**config.mk**
```make
export PLATFORM = sky130hd
export DESIGN_NAME = multi_push_multi_pop_fifo_flags
export DESIGN_NICKNAME = d
export VERILOG_FILES = /design/src/rtl/multi_push_multi_pop_fifo_flags.sv
export SDC_FILE = /design/constraint.sdc
export NUM_CORES = 1
export LEC_CHECK = 0
export ABC_CLOCK_PERIOD_IN_PS = 9300
export CORE_ASPECT_RATIO = 0.7
export CORE_UTILIZATION = 35
export CTS_BUF_LIST = sky130_fd_sc_hd__clkbuf_4 sky130_fd_sc_hd__clkbuf_8 sky130_fd_sc_hd__clkbuf_16
export CTS_CLUSTER_SIZE = 12
export DETAILED_ROUTE_END_ITERATION = 10
export GPL_TIMING_DRIVEN = 0
export PLACE_DENSITY = 0.62
export SKIP_CTS_REPAIR_TIMING = 1
export SYNTH_ARGS = -nofsm -noshare
export SYNTH_HDL_FRONTEND = slang
export SYNTH_SLANG_ARGS = --single-unit
```
**constraint.sdc**
```tcl
create_clock -name clk -period 9.3 [get_ports clk]
set_clock_uncertainty 0.1 [all_clocks]
set_input_delay 2.79 -clock clk [delete_from_list [all_inputs] [get_ports clk]]
set_output_delay 2.79 -clock clk [all_outputs]
set_load 0.01 [all_outputs]
```
**src/rtl/multi_push_multi_pop_fifo_flags.sv**
```systemverilog
// rtl/multi_push_multi_pop_fifo_flags.sv - multi-push/multi-pop FIFO with level, thresholds, flush
// Define MPMP_FIFO_ERR_EN to drop illegal requests and raise sticky err_ovf/err_udf; otherwise requests are clamped.
module multi_push_multi_pop_fifo_flags #(
  parameter int W     = 8,
  parameter int D     = 9,
  parameter int N     = 4,
  parameter int AF_TH = D - N,
  parameter int AE_TH = N,
  parameter int WN    = $clog2(N + 1) + 1,
  parameter int WL    = $clog2(D + 1)
) (
  input  logic                clk,
  input  logic                rst,
  input  logic                flush,
  input  logic [WN-1:0]       push,
  input  logic [N-1:0][W-1:0] push_data,
  input  logic [WN-1:0]       pop,
  output logic [N-1:0][W-1:0] pop_data,
  output logic [WN-1:0]       can_push,
  output logic [WN-1:0]       can_pop,
  output logic [WL-1:0]       level,
  output logic                almost_full,
  output logic                almost_empty,
  output logic                err_ovf,
  output logic                err_udf,
  input  logic                err_clr
);

  localparam int PW = (D > 1) ? $clog2(D) : 1;

  logic [W-1:0]  mem [D];
  logic [PW-1:0] wr_ptr;
  logic [PW-1:0] rd_ptr;
  logic [WN-1:0] push_eff;
  logic [WN-1:0] pop_eff;
  logic [WL-1:0] level_next;

  // k never exceeds N <= D, so a single subtraction wraps the index.
  function automatic logic [PW-1:0] ptr_add(input logic [PW-1:0] p, input int k);
    int s;
    s = int'(p) + k;
    if (s >= D) s = s - D;
    return PW'(s);
  endfunction

  always_comb begin
    int room;
    room         = D - int'(level);
    can_push     = WN'((room < N) ? room : N);
    can_pop      = WN'((int'(level) < N) ? int'(level) : N);
    almost_full  = (int'(level) >= AF_TH);
    almost_empty = (int'(level) <= AE_TH);
  end

`ifdef MPMP_FIFO_ERR_EN
  logic ovf_req;
  logic udf_req;

  always_comb begin
    ovf_req  = (push > can_push);
    udf_req  = (pop > can_pop);
    push_eff = ovf_req ? '0 : push;
    pop_eff  = udf_req ? '0 : pop;
  end

  // Flush leaves the flags alone; a violation on the err_clr edge still sets them.
  always_ff @(posedge clk or posedge rst) begin
    if (rst) begin
      err_ovf <= 1'b0;
      err_udf <= 1'b0;
    end else begin
      err_ovf <= (err_ovf & ~err_clr) | (ovf_req & ~flush);
      err_udf <= (err_udf & ~err_clr) | (udf_req & ~flush);
    end
  end
`else
  logic unused_err_clr;

  always_comb begin
    push_eff = (push > can_push) ? can_push : push;
    pop_eff  = (pop > can_pop) ? can_pop : pop;
  end

  assign err_ovf        = 1'b0;
  assign err_udf        = 1'b0;
  assign unused_err_clr = err_clr;
`endif

  assign level_next = WL'(int'(level) + int'(push_eff) - int'(pop_eff));

  always_ff @(posedge clk or posedge rst) begin
    if (rst) begin
      wr_ptr <= '0;
      rd_ptr <= '0;
      level  <= '0;
    end else if (flush) begin
      wr_ptr <= '0;
      rd_ptr <= '0;
      level  <= '0;
    end else begin
      wr_ptr <= ptr_add(wr_ptr, int'(push_eff));
      rd_ptr <= ptr_add(rd_ptr, int'(pop_eff));
      level  <= level_next;
    end
  end

  // Storage carries no reset; only the pointers and level define validity.
  always_ff @(posedge clk) begin
    if (!flush) begin
      for (int i = 0; i < N; i++) begin
        if (i < int'(push_eff)) mem[ptr_add(wr_ptr, i)] <= push_data[i];
      end
    end
  end

  always_comb begin
    for (int i = 0; i < N; i++) pop_data[i] = mem[ptr_add(rd_ptr, i)];
  end

endmodule
```
# [After elaboration in Yosys (flattened, before gate mapping)]
# Memories as Yosys holds them, arrays and structs flattened.
# Cells that the tools add are included.
[word_totals] regBits=12 mem_bits_rw=72 inputBits=44 output_inout_bits=48 word_cells=82 n_memories=1
[memory_table] name="mem" depth=9 word_bits=8 read_ports=4 rd_clocked_by_memory_dff=0 wr=4 line_no="31" rtl="logic [W-1:0] mem [D];"
[op_classes] add_sub_neg=21 order_cmp=20 mux=37
[op_table] cell="4-bit 2-to-1 mux" count=25
[op_table] cell="5-bit by 4-bit greater-or-equal comparator with 1-bit output, second input constant" count=8
[op_table] cell="4-bit subtractor, second input constant" count=10
[op_table] cell="4-bit by 2-bit adder with 5-bit output, second input constant" count=4
[op_table] cell="1-bit 2-to-1 mux" count=12
[op_table] cell="4-bit by 1-bit adder with 5-bit output, second input constant" count=2
[op_table] cell="4-bit by 4-bit adder with 5-bit output" count=2
[op_table] cell="4-bit greater-or-equal comparator, second input constant" count=2
[op_table] cell="4-bit greater-than comparator" count=2
[op_table] cell="1-bit by 4-bit less-than comparator with 1-bit output, first input constant" count=2
[op_table] cell="2-bit by 4-bit less-than comparator with 1-bit output, first input constant" count=2
[op_table] cell="5-bit by 4-bit less-than comparator with 1-bit output, second input constant" count=1
[op_table] cell="4-bit by 4-bit subtractor with 5-bit output, first input constant" count=1
[op_table] cell="4-bit adder" count=1
[op_table] cell="4-bit by 3-bit greater-or-equal comparator with 1-bit output, second input constant" count=1
[op_table] cell="4-bit by 3-bit less-or-equal comparator with 1-bit output, second input constant" count=1
[op_table] cell="4-bit by 3-bit less-than comparator with 1-bit output, second input constant" count=1
[op_table] cell="4-bit subtractor" count=1

# [Logic depth before layout (Yosys ltp)]
# Gate-level depths: netlist of run 1.
[depth] depth_word=9 mapped_depth=22

# [Least setup slack after synthesis of run 1]
# Ideal clock, no wire load.
[synth_path] path_kind="input-to-reg" startpoint="input push[1]" endpoint="register wr_ptr[2]" arrival_time_ps=6170 required_time_ps=9114 slack_ps=2944 stages=15 n_path_buf=1 path_cell_list="ha_1 -> nor2b_1 -> o211ai_1 -> mux2_4 -> and2_1 -> buf_2 -> mux2_2 -> ha_1 -> fa_1 -> inv_1 -> ha_1 -> a211o_1 -> a21bo_2 -> and3_1 -> nor3_1"
[synth_via] elab_chain_len=6 word_cells_on_any_way=7
[synth_lines] element="from (decl)" line_no="15" rtl="input logic [WN-1:0] push,"
[synth_lines] element="4-bit greater-than comparator" line_no="80" rtl="push_eff = (push > can_push) ? can_push : push;"
[synth_lines] element="4-bit 2-to-1 mux (*)" line_no="80"
[synth_lines] element="4-bit by 4-bit adder with 5-bit output (*)" line_no="41" rtl="s = int'(p) + k;"
[synth_lines] element="4-bit subtractor / 5-bit by 4-bit greater-or-equal comparator with 1-bit output (equally long branches)" line_no="42" rtl="if (s >= D) s = s - D;"
[synth_lines] element="4-bit 2-to-1 mux (*)" line_no="42"
[synth_lines] element="4-bit 2-to-1 mux (*)" line_no="96" rtl="end else if (flush) begin"
[synth_lines] element="to (signal assigned)" line_no="101" rtl="wr_ptr <= ptr_add(wr_ptr, int'(push_eff));"
[synth_lines] element="to (decl)" line_no="32" rtl="logic [PW-1:0] wr_ptr;"
# Every way passes the cells marked *; elsewhere a longest branch is shown, timed or not.

==> summary.txt, run 1 <==
Logic synthesis
  – Post-synthesis adder-cell area fraction: 0.0693
  – Post-synthesis cell area: 10500 um^2
  – Synth Area in XOR/XNOR: 0.0247
  – Number of synthesized register bits: 84
  – Synth Area in Compound Gates: 0.255
  – Simple-gate portion of the synthesized area: 0.165
  – Post-synthesis sequential area ratio: 0.235
  – Synth unique cells: 95
  – Main combinational cell family by area after synthesis: compound AO/OA/AOI/OAI gates
  – Syn Area/Cell: 9.13 um^2
  – Count of flip-flops with a built-in enable after synthesis: 72
  – Area leader, netlist: edfxtp_1
  – Top-area cell type share of the netlist area: 0.206
  – YS warnings: 0
  – Top cells by area, synth: edfxtp_1, mux2i_1, mux4_2, ha_1, a21oi_1
  – Synth Instances: 1147
  – Ys async rst share: 0.143
  – Mux share of post-synthesis cell area: 0.185
  – Top_reg_cell synth: edfxtp_1

GRT
  – Grt ovf: 0
  – Initial antenna violation count: 0
  – Vias in the first global route: slightly below 10000
  – First-pass GRT wire length: 61600 um
  – Largest net degree at the start of global routing: 15
  – Global-route usage over all layers: 0.264

Power and ir drop
  – Leakage power: 4.38 nW
  – P_sw: 2.83 mW
  – Comb power frac: 0.766
  – Highest ir drop seen on vdd: 202 uV
  – PwrDens: ~470 nW/um^2
  – Clock group share of total power: 0.065
  – Part of the power in registers: 0.169
  – Internal cell power: 2.77 mW
  – Switch share: 0.506

STA
  – # setup viols final: 0
  – F_max: 0.125 GHz
  – Post-layout min period: 8020 ps
  – Unrepaired setup endpoints after global routing: false
  – Fin. Hold Viols: 0
  – Post-route clock period utilization: 0.863
  – PnR worst setup slack: 1280 ps
  – Max-slew violations: 0
  – Setup TNS: 0 ps
  – Worst slew pin tran: around 1300 ps
  – Slew headroom: 0.115

Run status
  – Run status: finished, final reports clean

Job
  – Maxcap violations: 0

Finish
  – Total of fill cells in the finished design: 2966
  – Finished Layout Cells: around 1600
  – Final instance area: 11900 um^2
  – Post-Route Utilization: 0.408
  – Area growth, synth to finish: 13.6%
  – ANT cells: 0
  – Nets@finish: 1324
  – Layout cell share with drive strength beyond 1: 0.121
  – Multi-input gate area: 7340 um^2
  – Register area: 2460 um^2

CTS
  – CTS Buf Count: 9
  – Clk Latency, worst-skew pair: 350 ps
  – CTS tree: yes
  – CTS sink cnt: 84
  – Clock Path Buffers: 2
  – Clock root cell: clkbuf_16
  – H-tree levels: 3
  – Reg clk slew, reported paths: 60 ps

Critical path
  – Worst Path Required: ~6400 ps
  – Critical path startpoint category: register
  – Critical path arrival: 5130 ps
  – Critical Path Fanout Max: 10
  – CP endpoint kind: output port
  – Kind of critical path: reg2out

Floorplanning
  – Die W: 209 um
  – Die height: 147 um
  – Row count: 52
  – Initial Util: 0.359
  – Die footprint: roughly 30000 um^2
  – Top-Level Pins: 92
  – CORE AREA: 29100 um^2

Drt
  – Vias: 10632
  – Via density: 6.61
  – Drt total wl: around 40000 um
  – WL per Instance: 25.2 um
  – DRT iter0 DRCs: 1728
  – Post-route DRC: 0
  – Routed Antenna Nets: 0
  – Pre-antenna DRT Iters: 5

Place
  – Placed cell count: 1592
  – Routability Congestion: approximately 0.98
  – Place WS: ~1800 ps
  – Post-DP HPWL: 32500 um
  – IO buf count: 63
  – Placed instance area: roughly 12000 um^2

Hold path
  – Worst hold path type: reg2reg
-- through the flow --
stage	total power, mW	hold slack (ps)
floorplan	3.61	593
global placement	5.08	702
detailed placement	5.13	707
CTS	5.51	707
global route	5.94	768
finish	5.60	683
-- per-layer routing --
layer / GRT usage / up-vias / share of wire
li1: - / 4692 / -
met5: 0 / - / 0
met3: 0.0763 / 71 / 0.13
met4: 0.0754 / 0 / 0.027
met2: 0.349 / 693 / 0.39
met1: 0.404 / 5176 / 0.46
-- layout by cell type, fill, tap and decap left out, drive strengths merged, types with 37 or more instances in the layout --
| cell type | instances |
|---|---|
| mux2i | 111 |
| a21oi | 82 |
| nor2 | 80 |
| buf | 74 |
| edfxtp | 72 |
| clkdlybuf4s50 | 63 |
| o22ai | 54 |
| ha | 50 |
| inv | 47 |
| nand2 | 45 |
| o21ai | 41 |
| clkbuf | 39 |
| nor4 | 37 |
-- registers in the layout, summed over array words and instances, names as in the netlist --
name    cells
rd_ptr      4
wr_ptr      4
mem        72
level       4
-- area by class of cell --
| cell class | instances | share of cell area |
|---|---|---|
| Tap cell | 378 | 0.0397 |
| Inverter | 48 | 0.0151 |
| Sequential cell | 84 | 0.207 |
| Clock inverter | 5 | 0.00515 |
| Timing Repair Buffer | 65 | 0.0543 |
| Clock buffer | 11 | 0.0202 |
| Multi-Input combinational cell | 917 | 0.617 |
| Buffer | 100 | 0.0416 |
-- cell usage after synthesis (24+ instances only) --
library cell	count
o22ai_1	54
ha_1	50
buf_1	26
nand2_1	45
a21oi_1	75
mux4_2	34
buf_2	30
a221oi_1	32
nor2_1	80
o21ai_0	35
nor3_1	27
mux2i_1	111
nor4_1	35
edfxtp_1	72
o32ai_1	24
inv_1	46
-- path summary, 6_finish.rpt --
kind / start / endpoint / slack (ps) / depth (start not counted)
worst max register to register: level[1]$_DFF_PP0_ / mem[2][1]$_DFFE_PP_ / 3380 / 13
worst min register to register: rd_ptr[3]$_DFF_PP0_ / rd_ptr[1]$_DFF_PP0_ / 680 / 4
worst min-delay path: rd_ptr[3]$_DFF_PP0_ / rd_ptr[1]$_DFF_PP0_ / 680 / 4
max in group asynchronous: rst / level[3]$_DFF_PP0_ / 6100 / 2
min in group asynchronous: rst / rd_ptr[2]$_DFF_PP0_ / 2670 / 2
worst max-delay path: rd_ptr[1]$_DFF_PP0_ / pop_data[13] / 1280 / 11
-- worst max-delay path, stage by stage, from the launching register on --
cell	delay (ps)
dfrtp_1	540
clkbuf_1	340
inv_1	280
ha_1	400
buf_1	430
a32oi_1	100
o211ai_1	990
buf_2	460
mux4_2	260
mux2i_1	80
a21oi_1	310
clkdlybuf4s50_1	590
-- power groups by stage --
stage / clock network (mW) / registers (mW) / logic [mW]
after floorplan: 0 / 0.802 / 2.81
after global placement: 0 / 0.919 / 4.17
after detailed placement: 0 / 0.929 / 4.20
after CTS: 0.369 / 0.922 / 4.22
after global routing: 0.381 / 0.956 / 4.60
final: 0.364 / 0.944 / 4.29
-- cells by family (layout without fill, tap and decap cells) --
kind of cell             Yosys count  in the layout
buffers and inverters            148            229
AO/OA/AOI/OAI                    369            369
other                              2              4
adder cells (fa/ha/maj)           55             55
flip-flops                        84             84
AND/OR/NAND/NOR                  311            311
multiplexers                     150            150
XOR/XNOR                          28             28
(Power assumes the default switching activity.)
==> run 2, diff against run 1 <==
- ABC_CLOCK_PERIOD_IN_PS: 9300 -> 7800
- HOLD_SLACK_MARGIN: default -> 0.06
- clock period: 9.3 -> 7.8 ns (I/O delays scaled with it)
==> run 2 against run 1 <==
  * Setup slack got worse by 1100 ps
  * Count of clock-buffer cells in the layout did not move
  * Final cell count did not move
  * Critical endpoint unchanged
==> summary.txt, run 2 (same netlist as run 1, synthesis figures left out) <==
GRT
  – Vias in the first global route: 9712
  – Initial antenna violation count: 0
  – Grt ovf: 0
  – First-pass GRT wire length: 61600 um
  – Global-route usage over all layers: 0.264
  – Largest net degree at the start of global routing: 15

Place
  – Routability Congestion: between 0.9 and 1
  – Post-DP HPWL: around 32000 um
  – IO buf count: 63

Finish
  – Layout cell share with drive strength beyond 1: 0.121
  – Multi-input gate area: 7340 um^2
  – Commonest non-fill, non-tap cell in the layout: mux2i_1
  – Max reg flops: 72
  – Register area: 2460 um^2
  – Nets@finish: 1324
  – Total of fill cells in the finished design: 2966
  – Area growth, synth to finish: 13.6%
  – ANT cells: 0
  – Biggest register: mem
  – Most frequent cells in the layout: mux2i_1, nor2_1, a21oi_1

Power and ir drop
  – Comb power frac: 0.767
  – Part of the power in registers: 0.168
  – Highest ir drop seen on vdd: around 240 uV
  – Total power: roughly 6.7 mW
  – Switch share: 0.506
  – Leakage power: 4.38 nW
  – P_sw: around 3.4 mW
  – Internal cell power: between 3 and 4 mW
  – Clock group share of total power: 0.065
  – PwrDens: 561 nW/um^2

CTS
  – Reg clk slew, reported paths: 60 ps
  – CTS Buf Count: 9
  – Clock root cell: clkbuf_16
  – CTS tree: yes
  – Clock Path Buffers: 2
  – Clk Latency, worst-skew pair: approximately 350 ps
  – CTS sink cnt: 84
  – H-tree levels: 3

Run status
  – Run status: finished, final reports clean

Floorplanning
  – CORE AREA: 29100 um^2
  – Top-Level Pins: 92
  – Initial Util: 0.359
  – Die footprint: 30600 um^2
  – Die W: between 200 and 250 um
  – Die height: around 150 um
  – Row count: 52

Critical path
  – Kind of critical path: reg2out
  – Worst Path Required: 5360 ps
  – WP depth: 11
  – Critical path startpoint category: register
  – Critical Path Source: rd_ptr[1]$_DFF_PP0_
  – CP endpoint kind: output port
  – Reg-to-reg startpoint: level[1]$_DFF_PP0_
  – R2r worst-path depth: 13
  – Slowest stage delay, CP: 970 ps
  – Worst-path cell chain: clkbuf_1, inv_1, ha_1, buf_1, a32oi_1, o211ai_1, buf_2, mux4_2, mux2i_1, a21oi_1, clkdlybuf4s50_1
  – Critical path arrival: 5140 ps
  – Critical Path Fanout Max: 10
  – Crit path buf inv count: 5
  – Critical path's slowest cell: o211ai_1
  – Delay-heaviest family, CP: buffers and inverters
  – R2r setup slk: 1860 ps

STA
  – Slew headroom: 0.102
  – Hold_ws: 688 ps
  – Post-layout min period: 7580 ps
  – # setup viols final: 0
  – F_max: roughly 0.13 GHz
  – Fin. Hold Viols: 0
  – Post-route clock period utilization: 0.972
  – Unrepaired setup endpoints after global routing: false
  – Max-slew violations: 0
  – Setup TNS: 0 ps
  – Worst slew pin tran: 1350 ps

Drt
  – DRT iter0 DRCs: between 1500 and 2000
  – Post-route DRC: 0
  – Pre-antenna DRT Iters: 6
  – Drt total wl: ~40000 um
  – WL per Instance: around 25 um
  – Vias: 10608
  – Routed Antenna Nets: 0
  – Via density: 6.60

Hold path
  – Cells on Worst Hold Path: 4
  – Hold Crit Start: rd_ptr[3]$_DFF_PP0_
  – Worst hold path type: reg2reg

Job
  – Maxcap violations: 0
==> run 2: cell counts in the layout (fill, tap and decap cells not counted) <==
No cell type changed its count.
==> run 2: worst register-to-register path: cells and delay by family, from the launching register on <==
| family | cells | cell delay, ps |
|---|---|---|
| and+or+nand+nor | 4 | 730 |
| adders and majority gates | 2 | 760 |
| DFF | 1 | 580 |
| muxes | 1 | 380 |
| AOI/OAI and AO/OA | 4 | 2680 |
| buffers and inverters | 2 | 300 |
==> run 2: final cells by class <==
cell class,instances,share of cell area
Clock buffer,11,0.0202
Tap cell,378,0.0397
Multi-Input combinational cell,917,0.617
Buffer,100,0.0416
Timing Repair Buffer,65,0.0543
Inverter,48,0.0151
Clock inverter,5,0.00515
Sequential cell,84,0.207
==> run 2: power by group through the flow <==
stage          Combinational (mW)  Sequential, mW  Clock [mW]
2_1_floorplan                3.35           0.957           0
3_3_place_gp                 4.97            1.10           0
3_5_place_dp                 5.01            1.11           0
4_1_cts                      5.03            1.10       0.440
5_1_grt                      5.48            1.14       0.455
6_report                     5.12            1.12       0.433
==> run 2: metal layers <==
layer | part of all wire | vias up | routed length (um) | track usage
met4 | 0.028 | 0 | 1140 | 0.0754
met5 | 0 | - | 0 | 0
li1 | - | 4701 | - | -
met1 | 0.46 | 5155 | 18500 | 0.404
met2 | 0.39 | 679 | 15700 | 0.349
met3 | 0.13 | 73 | 5220 | 0.0763
==> run 2: path summary, 6_finish.rpt <==
check / endpoint
max: pop_data[13]
min: rd_ptr[1]$_DFF_PP0_
max reg2reg: mem[2][1]$_DFFE_PP_
min reg2reg: rd_ptr[1]$_DFF_PP0_
max in group asynchronous: level[3]$_DFF_PP0_
min in group asynchronous: rd_ptr[2]$_DFF_PP0_
==> run 2: per-stage QoR <==
step                worst slack (ps)   util  cells  instance area (um^2)
floorplan                       1890      -   1149                 10500
global placement                 697  0.397   1590                 11600
detailed placement               703  0.398   1592                 11600
CTS                              306  0.408   1608                 11900
global route                    19.6  0.408   1608                 11900
finish                           216  0.408   1608                 11900
==> variant 1 (settings of run 2) <==
Add a define of `MPMP_FIFO_ERR_EN`.
--- a/src/rtl/multi_push_multi_pop_fifo_flags.sv
+++ b/src/rtl/multi_push_multi_pop_fifo_flags.sv
@@ -2,2 +2,4 @@
 // Define MPMP_FIFO_ERR_EN to drop illegal requests and raise sticky err_ovf/err_udf; otherwise requests are clamped.
+`define MPMP_FIFO_ERR_EN
+
 module multi_push_multi_pop_fifo_flags #(
Function: changed (Yosys sat finds a counterexample within 4 cycles, from zero or initial values and one cycle with rst high).
==> variant 1 against run 2 <==
- sequential share of layout area is 0.53 points lower
- total power is 18% lower
- setup slack better by 25 ps
- final area is 4.8% higher
- non-clock buffer count is 11 higher
- synthesized area is 3.7% higher
- highest routed layer is now met5
- maximum frequency is 0.34% higher
- clock power is 5.1% higher
- sequential cell count is 2 higher
- routed wire length is 12% higher
- sequential power is 17% lower
==> variant 1: results (changes against run 2) <==
\begin{tabular}{lr}
\hline
Metric & Value \\
\hline
\multicolumn{2}{l}{\textbf{Status}} \\
\quad Run status & completed (unchanged) \\
\multicolumn{2}{l}{\textbf{STA}} \\
\quad Measured slew at the worst slew-check pin & 1410 ps (was 1350 ps) \\
\multicolumn{2}{l}{\textbf{Power and ir drop}} \\
\quad Sequential logic power & 0.926 mW (was 1.12 mW) \\
\quad Switching power & 2.74 mW (was 3.38 mW) \\
\quad Peak supply drop & 0.167 mV (was 0.241 mV) \\
\quad P\_clk & 0.455 mW (was 0.433 mW) \\
\quad P\_leak & 4.74 nW (was 4.38 nW) \\
\multicolumn{2}{l}{\textbf{Logic synthesis}} \\
\quad Number of distinct library cells after synthesis & 91 (was 95) \\
\quad Number of nets produced by synthesis & roughly 1400 \\
\quad Seq/Total Area, Yosys & 0.231 (was 0.235) \\
\quad Share of synthesized flip-flops with an asynchronous set or reset & 0.163 (was 0.143) \\
\quad Top cells by area in the synthesized netlist & sky130\_fd\_sc\_hd\_\_edfxtp\_1, sky130\_fd\_sc\_hd\_\_mux2i\_1, sky130\_fd\_sc\_hd\_\_mux4\_2 (unchanged) \\
\multicolumn{2}{l}{\textbf{Route}} \\
\quad Average via count per standard cell & 6.47 (was 6.60) \\
\quad Post-detailed-routing wire length & 45300 microns (was 40600 microns) \\
\quad Count of TritonRoute iterations in the first routing pass & 5 (was 6) \\
\quad Iteration-0 DRC Markers & 1560 (was 1660) \\
\multicolumn{2}{l}{\textbf{Global routing}} \\
\quad Overall track demand over capacity in global routing & 0.287 (was 0.264) \\
\quad Number of global-route vias before repair & 10600 (was 9712) \\
\quad Largest net degree at the start of global routing & 17 (was 15) \\
\quad First-pass GRT wire length & 67800 microns (was 61600 microns) \\
\multicolumn{2}{l}{\textbf{Setup path}} \\
\quad Arrival @ worst endpoint & 5120 ps (was 5140 ps) \\
\quad Maximum fanout along the worst path & 13 (was 10) \\
\multicolumn{2}{l}{\textbf{Place}} \\
\quad Number of buffer cells added on primary ports & 74 (was 63) \\
\quad DPL Wire Length & 35500 microns (was 32500 microns) \\
\quad Routability congestion estimate from global placement & 0.959 (was 0.982) \\
\quad Setup WS pre-CTS & -147 ps (was 703 ps) \\
\multicolumn{2}{l}{\textbf{Finish}} \\
\quad Fraction of layout cells with a size suffix above 1 & 0.120 (was 0.121) \\
\quad Final Net Count & 1452 (was 1324) \\
\hline
\end{tabular}
==> variant 1: cell count changes after synthesis, sizes merged, moves of 17 or more <==
cell | before | now
a21oi | 82 | 53
and2 | 12 | 29
buf | 72 | 52
clkbuf | 28 | 50
mux2 | 5 | 38
mux2i | 111 | 84
nand2 | 45 | 113
nor4 | 37 | 7
o21ai | 41 | 82
o32ai | 24 | 0
==> variant 1: layout make-up <==
class                      count  area (sq um)
buffer                       101           465
clock buffer                   9           225
clock inverter                 7          78.8
fill                        3091         17800
inverter                      52           199
multi-input combinational   1028          7720
sequential                    86          2510
tap                          412           515
timing repair buffer          75           748
==> variant 1: final timing paths <==
check	start	end	slack [ps]	cells after the start
setup / recovery	rd_ptr[0]	pop_data[29]	240	13
hold / removal	err_ovf	err_ovf	440	2
setup reg to reg	level[1]	mem[6][6]	2550	13
hold reg to reg	err_ovf	err_ovf	440	2
max in group asynchronous	rst	rd_ptr[0]	4990	2
min in group asynchronous	rst	rd_ptr[0]	2230	2
==> variant 1: critical path, stage by stage (launching register included) <==
cell and delay [ps]:
sky130_fd_sc_hd__dfrtp_2 510, sky130_fd_sc_hd__clkinvlp_4 280, sky130_fd_sc_hd__clkbuf_1 310, sky130_fd_sc_hd__clkbuf_2 370, sky130_fd_sc_hd__ha_1 580, sky130_fd_sc_hd__nand2_1 240
sky130_fd_sc_hd__a211oi_2 390, sky130_fd_sc_hd__or2_2 230, sky130_fd_sc_hd__buf_4 190, sky130_fd_sc_hd__nand3_1 390, sky130_fd_sc_hd__nor2_1 220, sky130_fd_sc_hd__a211oi_1 70
sky130_fd_sc_hd__a221o_1 440, sky130_fd_sc_hd__clkdlybuf4s50_1 510
==> variant 1: routing by layer <==
metal,vias to the layer above,GRT usage,part of all wire
met5,-,0.0188,0.0017
met4,2,0.0770,0.021
met3,87,0.0998,0.14
met2,707,0.389,0.40
met1,5641,0.420,0.44
li1,5023,-,-
==> variant 1: stage by stage <==
step | hold slack [ps] | util | power (mW) | instance area [sq um] | cells
CTS | 442 | 0.411 | 5.37 | 12400 | 1770
global route | 463 | 0.412 | 5.79 | 12500 | 1770
global placement | 421 | 0.401 | 4.86 | 12100 | 1754
floorplan | 458 | - | 3.41 | 10900 | 1268
detailed placement | 431 | 0.401 | 4.90 | 12100 | 1754
finish | 438 | 0.412 | 5.47 | 12500 | 1770
==> variant 1: cells by family (layout without fill, tap and decap cells) <==
logic type      count (synthesis)  count (layout)  synth area share
fa+ha+maj                      56              56            0.0678
buf+inv                       154             244            0.0610
other cells                     2               2          0.000692
simple gates                  419             419             0.197
mux                           154             154             0.183
xor+xnor                       22              22            0.0197
compound gates                375             375             0.239
flops                          86              86             0.231
==> variant 2 (settings of run 2) <==
Without the edit above. Register the output `level` once more; this adds one clock of latency there. The other outputs are not delayed to match.
--- a/src/rtl/multi_push_multi_pop_fifo_flags.sv
+++ b/src/rtl/multi_push_multi_pop_fifo_flags.sv
@@ -30,2 +30,4 @@
 
+  logic [WL-1:0] level_s0;
+
   logic [W-1:0]  mem [D];
@@ -47,7 +49,7 @@
     int room;
-    room         = D - int'(level);
+    room         = D - int'(level_s0);
     can_push     = WN'((room < N) ? room : N);
-    can_pop      = WN'((int'(level) < N) ? int'(level) : N);
-    almost_full  = (int'(level) >= AF_TH);
-    almost_empty = (int'(level) <= AE_TH);
+    can_pop      = WN'((int'(level_s0) < N) ? int'(level_s0) : N);
+    almost_full  = (int'(level_s0) >= AF_TH);
+    almost_empty = (int'(level_s0) <= AE_TH);
   end
@@ -88,3 +90,3 @@
 
-  assign level_next = WL'(int'(level) + int'(push_eff) - int'(pop_eff));
+  assign level_next = WL'(int'(level_s0) + int'(push_eff) - int'(pop_eff));
 
@@ -94,3 +96,3 @@
       rd_ptr <= '0;
-      level  <= '0;
+      level_s0 <= '0;
     end else if (flush) begin
@@ -98,3 +100,3 @@
       rd_ptr <= '0;
-      level  <= '0;
+      level_s0 <= '0;
     end else begin
@@ -102,3 +104,3 @@
       rd_ptr <= ptr_add(rd_ptr, int'(pop_eff));
-      level  <= level_next;
+      level_s0 <= level_next;
     end
@@ -119,2 +121,6 @@
 
+  always_ff @(posedge clk) begin
+    level <= level_s0;
+  end
+
 endmodule
Behaviour: not the same (Yosys sat finds a counterexample within 4 cycles, from zero or initial values and one cycle with rst high).
==> variant 2 against run 2 <==
- sequential cell count increased by 4
- final area up 1.8%
- non-clock buffer count down 8
- routed wire length increased by 0.82%
- cell count rose by 5.0%
- largest power group unchanged
- first-iteration DRC count is 3.4% higher
- setup slack worse by 77 ps
- maximum frequency decreased by 1.0%
- total power grew 1.0%
- worst hold slack lost 400 ps
- synthesized area up 1.7%
==> variant 2: results (changes against run 2) <==
\begin{tabular}{lr}
\hline
Metric & Value \\
\hline
\multicolumn{2}{l}{\textbf{Status}} \\
\quad Run status & completed (unchanged) \\
\multicolumn{2}{l}{\textbf{Logic synthesis}} \\
\quad Number of distinct library cells after synthesis & 97 (was 95) \\
\quad Commonest cells in the netlist & sky130\_fd\_sc\_hd\_\_mux2i\_1, sky130\_fd\_sc\_hd\_\_nor2\_1, sky130\_fd\_sc\_hd\_\_a21oi\_1, sky130\_fd\_sc\_hd\_\_nand2\_1, sky130\_fd\_sc\_hd\_\_edfxtp\_1 (was sky130\_fd\_sc\_hd\_\_mux2i\_1, sky130\_fd\_sc\_hd\_\_nor2\_1, sky130\_fd\_sc\_hd\_\_a21oi\_1, sky130\_fd\_sc\_hd\_\_edfxtp\_1, sky130\_fd\_sc\_hd\_\_o22ai\_1) \\
\quad Seq/Total Area, Yosys & 0.239 (was 0.235) \\
\quad Share of synthesized flip-flops with an asynchronous set or reset & 0.136 (was 0.143) \\
\quad Proportion of netlist area held by the largest area contributor & 0.203 (was 0.206) \\
\multicolumn{2}{l}{\textbf{Global routing}} \\
\quad Overall track demand over capacity in global routing & 0.257 (was 0.264) \\
\quad Global-route track usage on met3 & 0.0795 (was 0.0763) \\
\quad Largest net degree at the start of global routing & 17 (was 15) \\
\quad Number of global-route vias before repair & 9926 (was 9712) \\
\quad GRT met1 Usage & 0.384 (was 0.404) \\
\quad Routing usage on met2 & 0.364 (was 0.349) \\
\multicolumn{2}{l}{\textbf{Setup path}} \\
\quad Arrival @ worst endpoint & 5220 ps (was 5140 ps) \\
\quad Endpoint of the lowest-slack register-to-register path & wr\_ptr[2] (was mem[2][1]) \\
\quad Setup crit start & rd\_ptr[0] (was rd\_ptr[1]) \\
\quad Maximum fanout along the worst path & 13 (was 10) \\
\quad Startpoint of the worst register-to-register path & level\_s0[1] (was level[1]) \\
\multicolumn{2}{l}{\textbf{Route}} \\
\quad Post-detailed-routing wire length & 40900 microns (was 40600 microns) \\
\quad Iteration-0 DRC Markers & 1717 (was 1660) \\
\quad Count of TritonRoute iterations in the first routing pass & 8 (was 6) \\
\multicolumn{2}{l}{\textbf{Place}} \\
\quad Number of buffer cells added on primary ports & 57 (was 63) \\
\quad Routability congestion estimate from global placement & 0.981 (was 0.982) \\
\quad Placement Cell Area & 11800 sq um (was 11600 sq um) \\
\quad DPL Wire Length & 31800 microns (was 32500 microns) \\
\multicolumn{2}{l}{\textbf{Hold path}} \\
\quad Critical hold path startpoint & level\_s0[3] (was rd\_ptr[3]) \\
\quad Min-Delay Path Depth & 0 (was 4) \\
\quad Hold Crit Endpoint & level[3] (was rd\_ptr[1]) \\
\multicolumn{2}{l}{\textbf{STA}} \\
\quad Measured slew at the worst slew-check pin & 1340 ps (was 1350 ps) \\
\hline
\end{tabular}
## variant 2: cell count changes after synthesis, moves of 9 or more
| cell | run 2 | this run |
|---|---|---|
| sky130_fd_sc_hd__nor4_1 | 35 | 22 |
| sky130_fd_sc_hd__nand2_1 | 45 | 73 |
| sky130_fd_sc_hd__o32ai_1 | 24 | 35 |
| sky130_fd_sc_hd__buf_1 | 26 | 10 |
| sky130_fd_sc_hd__a221oi_1 | 32 | 0 |
| sky130_fd_sc_hd__mux2i_1 | 111 | 92 |
| sky130_fd_sc_hd__nor2_1 | 80 | 89 |
| sky130_fd_sc_hd__clkbuf_1 | 22 | 48 |
| sky130_fd_sc_hd__a21oi_1 | 75 | 87 |
| sky130_fd_sc_hd__o21ai_0 | 35 | 50 |
| sky130_fd_sc_hd__a222oi_1 | 0 | 16 |
## variant 2: power by group through the flow
stage | combinational, mW | clock, mW | sequential [mW]
CTS | 4.91 | 0.483 | 1.20
finish | 5.02 | 0.476 | 1.25
detailed placement | 4.88 | 0 | 1.21
global placement | 4.83 | 0 | 1.21
floorplan | 3.29 | 0 | 0.998
global route | 5.36 | 0.500 | 1.25
## variant 2: layout make-up
class                      instances  area, sq um
inverter                          55          206
clock buffer                       9          225
tap                              412          515
buffer                           100          469
multi-input combinational        961         7480
fill                            3082        17900
clock inverter                     7          101
timing repair buffer              57          571
sequential                        88         2540
## variant 2: cells by family (layout without fill, tap and decap cells)
group,Yosys count,after routing,share of synthesized area
flip-flops,88,88,0.239
adder cells (fa/ha/maj),56,56,0.0691
buffers and inverters,155,228,0.0633
AO/OA/AOI/OAI,392,392,0.262
multiplexers,136,136,0.167
AND/OR/NAND/NOR,346,346,0.176
XOR/XNOR,27,27,0.0235
other,2,4,0.000705
## variant 2: worst max-delay path, cell delays in order, from the launching register on
cell	delay (ps)
sky130_fd_sc_hd__dfrtp_1	510
sky130_fd_sc_hd__clkinv_1	240
sky130_fd_sc_hd__clkbuf_1	620
sky130_fd_sc_hd__ha_1	420
sky130_fd_sc_hd__nand2b_1	170
sky130_fd_sc_hd__nand3_1	200
sky130_fd_sc_hd__and2_1	280
sky130_fd_sc_hd__a22oi_2	490
sky130_fd_sc_hd__clkbuf_1	480
sky130_fd_sc_hd__o22ai_1	140
sky130_fd_sc_hd__nor4b_1	570
sky130_fd_sc_hd__a211o_1	200
sky130_fd_sc_hd__clkdlybuf4s50_1	530
## variant 2: per-stage QoR
step | setup WS, ps | cells
floorplan | 1960 | 1204
detailed placement | 591 | 1673
finish | 139 | 1689
CTS | 201 | 1689
global placement | 534 | 1673
global route | 94.1 | 1689
## variant 2: routing by layer
layer  part of all wire  wire length [microns]
met5                  0                      0
met4              0.012                    483
met3               0.14                   5770
met2               0.41                  16600
met1               0.44                  18000
